### src/rtl/timer_cmd_pkg.sv
// timer_cmd_pkg: shared state type and frame/wait constants for timer_cmd_tx
package timer_cmd_pkg;
  typedef enum logic [1:0] {IDLE, SEND, WAIT_DONE, ACK} state_t;
  localparam logic [3:0] START_PATTERN = 4'b1101;
  localparam int FRAME_W = 8;
  localparam int WAIT_W = 15;
endpackage

### src/rtl/timer_cmd_tx_cmd_shifter.sv
// cmd_shifter: frame register that emits its MSB-first bits on a registered output
module cmd_shifter import timer_cmd_pkg::*; (
  input  logic               clk,
  input  logic               reset_n,
  input  logic               load,
  input  logic               shift,
  input  logic [FRAME_W-1:0] din,
  output logic               q,
  output logic               last
);
  logic [FRAME_W-1:0] sreg;
  logic [3:0] cnt;
  // q already presents bit cnt of the frame, so last marks the 8th bit on the line
  always_ff @(posedge clk or negedge reset_n)
    if (!reset_n) begin
      sreg <= '0;
      cnt  <= '0;
      q    <= 1'b0;
    end else if (load) begin
      q    <= din[FRAME_W-1];
      sreg <= {din[FRAME_W-2:0], 1'b0};
      cnt  <= 4'd1;
    end else if (shift) begin
      q    <= sreg[FRAME_W-1];
      sreg <= {sreg[FRAME_W-2:0], 1'b0};
      cnt  <= cnt + 4'd1;
    end else begin
      q    <= 1'b0;
      cnt  <= '0;
    end
  assign last = cnt == 4'(FRAME_W);
endmodule

### src/rtl/timer_cmd_tx.sv
// timer_cmd_tx: sends a delay frame to a timer, waits for done with timeout, then acks
module timer_cmd_tx import timer_cmd_pkg::*; #(
  parameter int TIMEOUT_CYCLES = 20000
) (
  input  logic              clk,
  input  logic              reset_n,
  input  logic              req_valid,
  output logic              req_ready,
  input  logic [3:0]        req_delay,
  output logic              data,
  input  logic              done,
  output logic              ack,
  output logic              busy,
  output logic              timeout,
  output logic [WAIT_W-1:0] last_wait
);
  state_t state;
  logic [WAIT_W-1:0] wait_cnt;
  logic last_bit;
  logic accept;
  assign accept = state == IDLE && req_valid && req_ready;
  cmd_shifter u_shifter (
    .clk   (clk),
    .reset_n(reset_n),
    .load  (accept),
    .shift (state == SEND && !last_bit),
    .din   ({START_PATTERN, req_delay}),
    .q     (data),
    .last  (last_bit)
  );
  always_ff @(posedge clk or negedge reset_n)
    if (!reset_n) begin
      state     <= IDLE;
      req_ready <= 1'b0;
      busy      <= 1'b0;
      ack       <= 1'b0;
      timeout   <= 1'b0;
      last_wait <= '0;
      wait_cnt  <= '0;
    end else begin
      ack     <= 1'b0;
      timeout <= 1'b0;
      case (state)
        IDLE:
          if (accept) begin
            state     <= SEND;
            req_ready <= 1'b0;
            busy      <= 1'b1;
          end else begin
            req_ready <= 1'b1;
            busy      <= 1'b0;
          end
        SEND:
          if (last_bit) begin
            state    <= WAIT_DONE;
            wait_cnt <= WAIT_W'(1);
          end
        WAIT_DONE:
          // done takes priority over the limit in the same cycle
          if (done) begin
            state     <= ACK;
            ack       <= 1'b1;
            last_wait <= wait_cnt;
          end else if (wait_cnt == WAIT_W'(TIMEOUT_CYCLES)) begin
            state     <= IDLE;
            timeout   <= 1'b1;
            req_ready <= 1'b1;
            busy      <= 1'b0;
          end else
            wait_cnt <= wait_cnt + WAIT_W'(1);
        ACK: begin
          state     <= IDLE;
          req_ready <= 1'b1;
          busy      <= 1'b0;
        end
        default: state <= IDLE;
      endcase
    end
endmodule

### config.mk
export PLATFORM = sky130hd
export DESIGN_NAME = timer_cmd_tx
export DESIGN_NICKNAME = d
export VERILOG_FILES = /design/src/rtl/timer_cmd_pkg.sv /design/src/rtl/timer_cmd_tx_cmd_shifter.sv /design/src/rtl/timer_cmd_tx.sv
export SDC_FILE = /design/constraint.sdc
export NUM_CORES = 1
export LEC_CHECK = 0
export ABC_AREA = 1
export CAP_MARGIN = 10
export CORE_MARGIN = 3
export CORE_UTILIZATION = 58
export CTS_BUF_LIST = sky130_fd_sc_hd__clkbuf_8
export DETAILED_ROUTE_END_ITERATION = 10
export PLACE_DENSITY = 0.83
export RECOVER_POWER = 100
export SYNTH_ARGS = -nofsm -noshare
export SYNTH_HDL_FRONTEND = slang
export SYNTH_SLANG_ARGS = --single-unit
### constraint.sdc
create_clock -name clk -period 3.6 [get_ports clk]
set_input_delay 0.36 -clock clk [delete_from_list [all_inputs] [get_ports clk]]
set_output_delay 0.36 -clock clk [all_outputs]
set_load 0.02 [all_outputs]
# Word-level counts from Yosys, hierarchy flattened
# Cells that the tools add are included.
totals:
  romBits: 0
  mem_count: 0
  regBits: 49
  latchBits: 0
  output_inout_bits: 20
  input_bits: 8
  mem_bits_rw: 0
  wordCells: 63
classes:
  bitwise: 0
  n_lt_le_gt_ge: 0
  div: 0
  shift: 0
  multipliers: 0
  n_addsub: 2
  n_eq_ne: 11
  n_reduce_logical: 12
  muxes: 28
op_table:
  columns: ["cell", "n"]
  rows:
  - ["two-way mux 15 bit", 3]
  - ["one-hot mux 15 bit (2 select lines)", 1]
  - ["two-way mux 8 bit", 2]
  - ["adder 15 x 1 -> 15 bit, second input constant", 1]
  - ["== test 15 bit, second input constant", 1]
  - ["two-way mux 1 bit", 13]
  - ["!= test 2 bit, second input constant", 5]
  - ["two-way mux 2 bit", 4]
  - ["two-way mux 4 bit", 2]
  - ["one-hot mux 2 bit (4 select lines)", 1]
  - ["one-hot mux 1 bit (3 select lines)", 2]
  - ["AND reduction 3 bit", 2]
  - ["adder 4 x 1 -> 4 bit, second input constant", 1]
  - ["== test 2 bit, second input constant", 2]
  - ["== test 4 bit, second input constant", 1]
  - ["AND reduction 4 bit", 1]
  - ["nonzero test 2 bit", 2]
  - ["logical AND 1 bit", 3]
  - ["!= test 3 bit, second input constant", 1]
  - ["nonzero test 3 bit", 1]
  - ["== test 2 x 1 -> 1 bit, second input constant", 1]
  - ["logical NOT 2 bit", 1]
  - ["AND reduction 2 bit", 1]
  - ["logical NOT 1 bit", 1]

# Logic depth before layout (Yosys ltp)
# Gate-level depths: netlist of the first run.
depth:
  depth_word: 5
  mapped_depth: 13
  mapped_depth_nobuf: 12

# Cells and area by module
# A second synthesis of the first run with hierarchy kept.
unflattened:
  hier_cells: 324
  area_unflattened_um2: 2491.1
modules_own_cells:
  columns: ["mod", "area_each_um2", "cells_per_inst", "n_inst", "seq_area_each_um2"]
  rows:
  - ["timer_cmd_tx", 1941.9, 257, 1, 900.9]
  - ["cmd_shifter", 549.3, 67, 1, 300.3]

# Worst setup path after synthesis of the first run
# OpenSTA, ideal clock, no wires.
synth_path:
  kind: "register to register"
  start: "register wait_cnt[0]"
  end: "register wait_cnt[10]"
  t_arrival_ns: 1.327
  synth_period_minus_slack_ns: 1.443
  n_path_buf: 1
  setup_time_ns: 0.116
  setup_slack_ns: 2.157
  t_required_ns: 3.484
  path_stages_with_launch: 14
  path_cell_list: "dfrtp_1 inv_1 ha_1 nand2_1 inv_1 nand2_1 nor2_2 nand2_2 nand2_4 nand2_4 nand2_4 buf_6 nand2_1 nand2_1"
synth_via:
  elab_chain_len: 4
  elab_cells_between_ends: 7
  cone_classes: "add/sub: 1; eq/ne: 2; mux: 3; reduce/logical: 1"
synth_lines:
  columns: ["element", "line", "rtl"]
  rows:
  - ["from (decl)", "timer_cmd_tx.sv:18", "logic [WAIT_W-1:0] wait_cnt;"]
  - ["from (signal assigned)", "timer_cmd_tx.sv:70", "wait_cnt <= wait_cnt + WAIT_W'(1);"]
  - ["adder 15 x 1 -> 15 bit", "timer_cmd_tx.sv:70", null]
  - ["two-way mux 15 bit", "timer_cmd_tx.sv:64", "end else if (wait_cnt == WAIT_W'(TIMEOUT_CYCLES)) begin"]
  - ["two-way mux 15 bit", "timer_cmd_tx.sv:60", "if (done) begin"]
  - ["one-hot mux 15 bit (2 select lines)", "timer_cmd_tx.sv:43", "case (state)"]
# Several ways; a longest one is shown, not always the timed one. The select of a mux whose other input is x is not followed.
# A chain may end at the register's enable or synchronous reset.

# Final worst setup path of the first run
layout_path:
  start: "input done"
  end: "register wait_cnt[12]"
layout_via:
  elab_chain_len: 2
layout_lines:
  columns: ["element", "line", "rtl"]
  rows:
  - ["from (decl)", "timer_cmd_tx.sv:11", "input logic done,"]
  - ["!= test 2 bit (no line)", null, null]
  - ["AND reduction 4 bit (no line)", null, null]
# Every way passes these cells.

==> results.md, run 1 <==
* Status: finished with violations
* Violated checks: max-capacitance violations, max-slew violations
* Die area at between 0.004 and 0.005 mm2
* Overall via count from detail_route at slightly above 2000
* Vias/cell at approximately 5.4
* Top cells by area, synth: dfrtp_1, nand2_1, nor2_1, inv_1, nand3_1
* Final Setup Violations at 0
* Synth unique cells at 25
* Setup TNS at 0 ns
* Post-synth EDFFs at 0
* # diodes at 0
* Synthesized area per cell at about 7.7 um2
* First-pass GRT wire length at around 8500 um
* CTS buffer count at 5
* RSZ-0062 raised after global routing: false
* Most used cell, CP: nand2_1
* Max-slew headroom at -64.06%
* Top-area cell type share of the netlist area at between 50% and 60%
* Initial DRC Count at 214
* Initial antenna violation count at 0
* Clock share of power at 20.4%
* Cts repair resizes at 0
* Critical Path AT at between 2 and 2.5 ns
* Initial core utilization at 62.02%
* Clock Path Buffers at 2
* WHS at roughly 0.47 ns
* Post-Syn Nets at between 300 and 400
* Congestion Overflow GR at 0
* Sw Share at 39.63%
* Largest net degree at the start of global routing at slightly below 50
* DRT Pass-1 Iters at 4
* Filler instances at approximately 330
* Async set or reset register ratio after synthesis at 100.0%
* Switch Pwr at about 0.66 mW
* CTS Hold Bufs at 0
* Vias in the first global route at around 1900
* IO Pins at 28
* Post-route DRC violation count at 0
* Crit path kind: in2reg
* Worst slew pin tran at 2.461 ns
* Port Buffer Count at 27
* Core area at 0.003799 mm2
* PD cells at 610.0 mW/mm2
* Setup bufs post-CTS at 0
* Total power at between 1.5 and 2 mW
* Final #Nets at 346
* Worst setup SP type: input pin
* Fin crit period at 2.257 ns
* Die width at ~70 um
* Count leader, synth: nand2_1
* Crit path max fanout at 28
* Yosys reg bits at 48
* Wirelength per Cell at about 13 um
* Sequential cell fraction of total power at 43.4%
* Post-synth top area cell: dfrtp_1
* Max_cap viols at 1
* Worst-Skew Late Latency at about 0.30 ns
* Pint at 1.005 mW
* Chip height at between 60 and 70 um
* Synth Flop Type: dfrtp_1
* Synth cell count leaders: nand2_1, dfrtp_1, nor2_1
* Clock Sink Count at 48
* Final antenna-violating net count at 0
* Comb power frac at 36.2%
* Clk root buf: clkbuf_8
* CTS H-tree depth at 2
* Hold WC Path Type: reg2reg
* Num rows at 22
* Ys Warns at 0
* Max IR drop VDD at 0.3654 mV
* Period utilization at approximately 63%
* Gr usage total at about 21%
* Worst Skew at 0.01139 ns
* Fmax at between 0.4 and 0.5 GHz
* CTS tree: done
* Final GP Congestion at between 0.8 and 0.9
* Slowest-stage cell, CP: dlygate4sd3_1
* Family with the most delay on the worst path: simple AND/OR/NAND/NOR gates
* Final hold vios at 0
* Max-slew violations at slightly below 50
* Synth-to-Final Area Change at 15.83%
* Post-synthesis sequential area ratio at roughly half
* Mapped Area at between 0.002 and 0.0025 mm2
* Share of cells above drive strength 1 at 6.269%
* Critical-path cell list: dlygate4sd3_1 > inv_1 > nor2_1 > inv_4 > nand2_1 > inv_1 > nand2_1 > nand2_1 > nand2_1
* Syn Inst Count at 305
* Reg clk slew, reported paths at ~0.09 ns
* CP required at ~3.8 ns
* DP HPWL at between 3000 and 4000 um
* Biggest cell delay along the critical path at between 0.5 and 0.6 ns
* Buf/Inv on CP at 4
* Leakage power at around 1.4 nW
* Kind of end point of the critical path: flop
* Final wirelength at ~4800 um
-- layout by cell type, fill, tap and decap left out, drive strengths merged --
cell type	netlist	layout
a21oi	8	8
a31oi	1	1
clkbuf	3	7
clkdlybuf4s50	0	5
clkinv	0	1
dfrtp	48	48
dlygate4sd3	0	21
ha	4	4
inv	33	34
nand2	118	118
nand3	15	15
nand3b	3	3
nand4	2	2
nor2	41	41
nor3	1	1
o21ai	21	21
o221ai	3	3
xnor2	2	2
-- path summary, 6_finish.rpt --
check	startpoint	to	slack, ns	cells after the start
max	done	wait_cnt[12]	1.34	9
min	last_wait[3]	last_wait[3]	0.47	2
max reg2reg	state[0]	wait_cnt[12]	1.46	9
min reg2reg	last_wait[3]	last_wait[3]	0.47	2
max in group asynchronous	reset_n	last_wait[13]	1.40	1
min in group asynchronous	reset_n	ack	0.81	1
-- power by group through the flow --
stage,Sequential (mW),Clock (mW),Combinational (mW)
2_1_floorplan,0.774,0,0.410
3_3_place_gp,0.732,0,0.621
3_5_place_dp,0.734,0,0.645
4_1_cts,0.724,0.346,0.650
5_1_grt,0.737,0.373,0.680
6_report,0.722,0.339,0.603
-- registers in the layout, summed over array words and instances, names as in the netlist --
signal          cells
u_shifter.q         1
u_shifter.sreg      7
timeout             1
wait_cnt           15
req_ready           1
u_shifter.cnt       4
state               2
ack                 1
busy                1
last_wait          15
-- worst register-to-register path, stage by stage, from the launching register on --
cell	delay [ns]
dfrtp_1	0.42
inv_2	0.08
nand2_2	0.08
nor2_1	0.38
inv_4	0.20
nand2_1	0.16
inv_1	0.17
nand2_1	0.41
nand2_1	0.11
nand2_1	0.09
-- metrics by stage --
step	area (um2)	std cells	util, %	setup slack [ns]
after CTS	2750	383	72.40	1.844
final	2729	383	71.84	1.343
after global routing	2729	383	71.84	0.8572
after global placement	2654	375	69.86	1.741
after floorplan	2356	305	-	2.157
after detailed placement	2654	375	69.86	1.670
-- per-layer routing --
metal / track usage [%] / up-vias / part of all wire (%)
met2: 33.79 / 75 / 46
li1: - / 1014 / -
met1: 29.80 / 962 / 46
met3: 4.928 / 8 / 7.0
met5: 0 / - / 0
met4: 6.383 / 0 / 1.4
-- final cells by class --
cell class              instances  area [um2]  area share, %
flip-flops and latches         48        1201          44.02
multi-input cells             219       980.9          35.95
inverters                      33       126.4          4.631
well taps                      48       60.06          2.201
clock buffers                   6       82.58          3.026
repair buffers                 27       264.0          9.674
clock inverters                 2       13.76         0.5044
-- kinds of logic after synthesis --
kind of cell	share of synthesized area (%)
DFF	50.98
and+or+nand+nor	31.92
adders and majority gates	2.124
xor gates and xnor gates	0.7436
AOI/OAI and AO/OA	7.701
buffers and inverters	6.532
(Power assumes the default switching activity.)
==> inputs of run 2 (changes only) <==
--- a/config.mk
+++ b/config.mk
@@ -8,10 +8,10 @@
 export ABC_AREA = 1
 export CAP_MARGIN = 10
 export CORE_MARGIN = 3
-export CORE_UTILIZATION = 58
+export CORE_UTILIZATION = 52
 export CTS_BUF_LIST = sky130_fd_sc_hd__clkbuf_8
 export DETAILED_ROUTE_END_ITERATION = 10
-export PLACE_DENSITY = 0.83
+export PLACE_DENSITY = 0.79
 export RECOVER_POWER = 100
 export SYNTH_ARGS = -nofsm -noshare
 export SYNTH_HDL_FRONTEND = slang
==> constraint.sdc (replaced) <==
create_clock -name clk -period 1.92 [get_ports clk]
set_input_delay 0.192 -clock clk [delete_from_list [all_inputs] [get_ports clk]]
set_output_delay 0.192 -clock clk [all_outputs]
set_load 0.02 [all_outputs]
==> run 2 against run 1 <==
Against the previous run: the run now ends clean; clock power up 110%; count of clock-buffer cells in the layout shrank 1; non-clock buffer count increased by 4; worst hold slack got worse by 0.027 ns; highest routed layer unchanged; total power increased by 95%; largest cell class unchanged; cell count increased by 1.0%; utilization shrank 5.5 points; via count down 1.0%.
==> results.md, run 2 (synthesis results as in run 1) <==
* Status: completed
* Placed cells at 380
* Kind of end point of the critical path: flop
* DRT Pass-1 Iters at 7
* Final wirelength at between 5000 and 6000 um
* Leakage power at around 1.4 nW
* RR Endpoint: last_wait[8]
* First-pass GRT wire length at between 8000 and 9000 um
* Max-slew violations at 0
* Max-slew headroom at 58.25%
* CTS H-tree depth at 2
* Share of cells above drive strength 1 at ~7.4%
* Critical-path cell list: inv_2 > nand2_2 > nor2_1 > inv_4 > clkbuf_2 > nand2_1 > o21ai_0
* IO Pins at 28
* Gr usage total at about 22%
* Clock Path Buffers at 2
* Initial DRC Count at around 190
* DP HPWL at 3635 um
* Hold WC Path Type: in2async
* Setup TNS at 0 ns
* # diodes at 0
* Top Registers: last_wait (15), wait_cnt (15), u_shifter.sreg (7)
* Filler instances at about 360
* CTS buffer count at 5
* Most frequent cells in the layout: nand2_1, dfrtp_1, nor2_1
* Final GP Congestion at ~0.85
* Critical Path AT at 1.84 ns
* Total power at roughly 3.2 mW
* Reg2reg path depth at 7
* Worst Setup Slack, final at between 0.2 and 0.3 ns
* Die area at roughly 0.0054 mm2
* Clock Sink Count at between 40 and 50
* Worst-Skew Late Latency at 0.30 ns
* Overall via count from detail_route at between 2000 and 2500
* RSZ-0062 raised after global routing: false
* Largest net degree at the start of global routing at 26
* Fin crit period at 1.666 ns
* Period utilization at between 80 and 90%
* R2R Path Start: state[0]
* Num rows at 23
* Worst slew pin tran at 0.6263 ns
* Slowest-stage cell, CP: dfrtp_1
* Pre-CTS setup slack at ~0.3 ns
* Biggest cell delay along the critical path at around 0.42 ns
* Crit path max fanout at 24
* Max_cap viols at 0
* Worst setup SP type: flop
* Reg clk slew, reported paths at ~0.08 ns
* Family with the most delay on the worst path: simple AND/OR/NAND/NOR gates
* CTS tree: done
* Vias in the first global route at 1916
* Final hold vios at 0
* Final #Nets at 350
* Final antenna-violating net count at 0
* Wirelength per Cell at 13.09 um
* Worst Skew at roughly 0.007 ns
* Core area at roughly 0.0042 mm2
* PD cells at 1173 mW/mm2
* CP required at around 2.1 ns
* Congestion Overflow GR at 0
* Initial core utilization at a little under three fifths
* Initial antenna violation count at 0
* Buf/Inv on CP at 3
* Worst R2R Setup Slack at approximately 0.25 ns
* Crit path from: state[0]
* Chip height at about 73 um
* Max IR drop VDD at 0.6368 mV
* Crit path kind: reg2reg
* Vias/cell at between 5 and 6
* Placed Area at 0.002691 mm2
* Synth-to-Final Area Change at 17.58%
* Commonest non-fill, non-tap cell in the layout: nand2_1
* Cts repair resizes at 0
* Clk root buf: clkbuf_8
* Finished Layout Cells at 387
* Die width at 73.31 um
* Fmax at 0.6004 GHz
* Finished layout cell area at 0.002770 mm2
* Final Setup Violations at 0
* Port Buffer Count at 27
* Post-route DRC violation count at 0
[run 2: cell count changes in the layout (fill, tap and decap cells not counted), moves of 2 or more]
cell | before | now
clkbuf_2 | 0 | 3
nand2_1 | 115 | 113
o21ai_0 | 21 | 19
o21ai_1 | 0 | 2
[run 2: how the worst max path moves through the flow]
| stage | end | slack (ns) | depth (start not counted) |
|---|---|---|---|
| 6_report | last_wait[8] | 0.25 | 7 |
| 5_1_grt | last_wait[0] | 0.08 | 7 |
| 4_1_cts | wait_cnt[13] | 0.26 | 11 |
| 3_5_place_dp | wait_cnt[13] | 0.29 | 11 |
| 3_3_place_gp | wait_cnt[0] | 0.31 | 9 |
| 2_1_floorplan | wait_cnt[10] | 0.48 | 13 |
[run 2: worst reg2reg max path, cell delays in order, from the launching register on]
cell,delay (ns)
dfrtp_1,0.42
inv_2,0.07
nand2_2,0.07
nor2_1,0.37
inv_4,0.08
clkbuf_2,0.30
nand2_1,0.13
o21ai_0,0.09
[run 2: metal layers]
metal | GRT usage (%) | up-vias | part of all wire [%]
li1 | - | 1017 | -
met1 | 29.95 | 947 | 46
met2 | 34.06 | 70 | 46
met3 | 5.198 | 4 | 7.1
met4 | 5.433 | 0 | 0.71
met5 | 0 | - | 0
[run 2: per-stage QoR]
step / util (%) / hold slack, ns
finish: 66.39 / 0.4456
global route: 66.39 / 0.4740
CTS: 67.11 / 0.4413
detailed placement: 64.50 / 0.2269
global placement: 64.50 / 0.2121
floorplan: - / -0.1036
[run 2: area by class of cell]
type                            count  area, um2  area share (%)
Clock buffer                        5      68.82           2.484
Clock inverter                      1      30.03           1.084
Inverter                           33      126.4           4.562
Multi-Input combinational cell    219      988.4           35.68
Sequential cell                    48       1201           43.36
Tap cell                           50      62.56           2.258
Timing Repair Buffer               31      292.8           10.57
[run 2: timing repair]
| action | 4_1_cts | 5_1_grt |
|---|---|---|
| hold endpoints to repair | 23 | 0 |
| endpoints found under the setup margin | 0 | 0 |
| buffers inserted | 0 | 0 |
| hold buffers | 1 | 0 |
[run 2: power by group]
part           switching [mW]  internal [mW]  total (mW)
Clock                   0.321          0.374       0.695
Sequential              0.134           1.23        1.36
Combinational           0.799          0.396        1.20
Total                    1.25           2.00        3.25
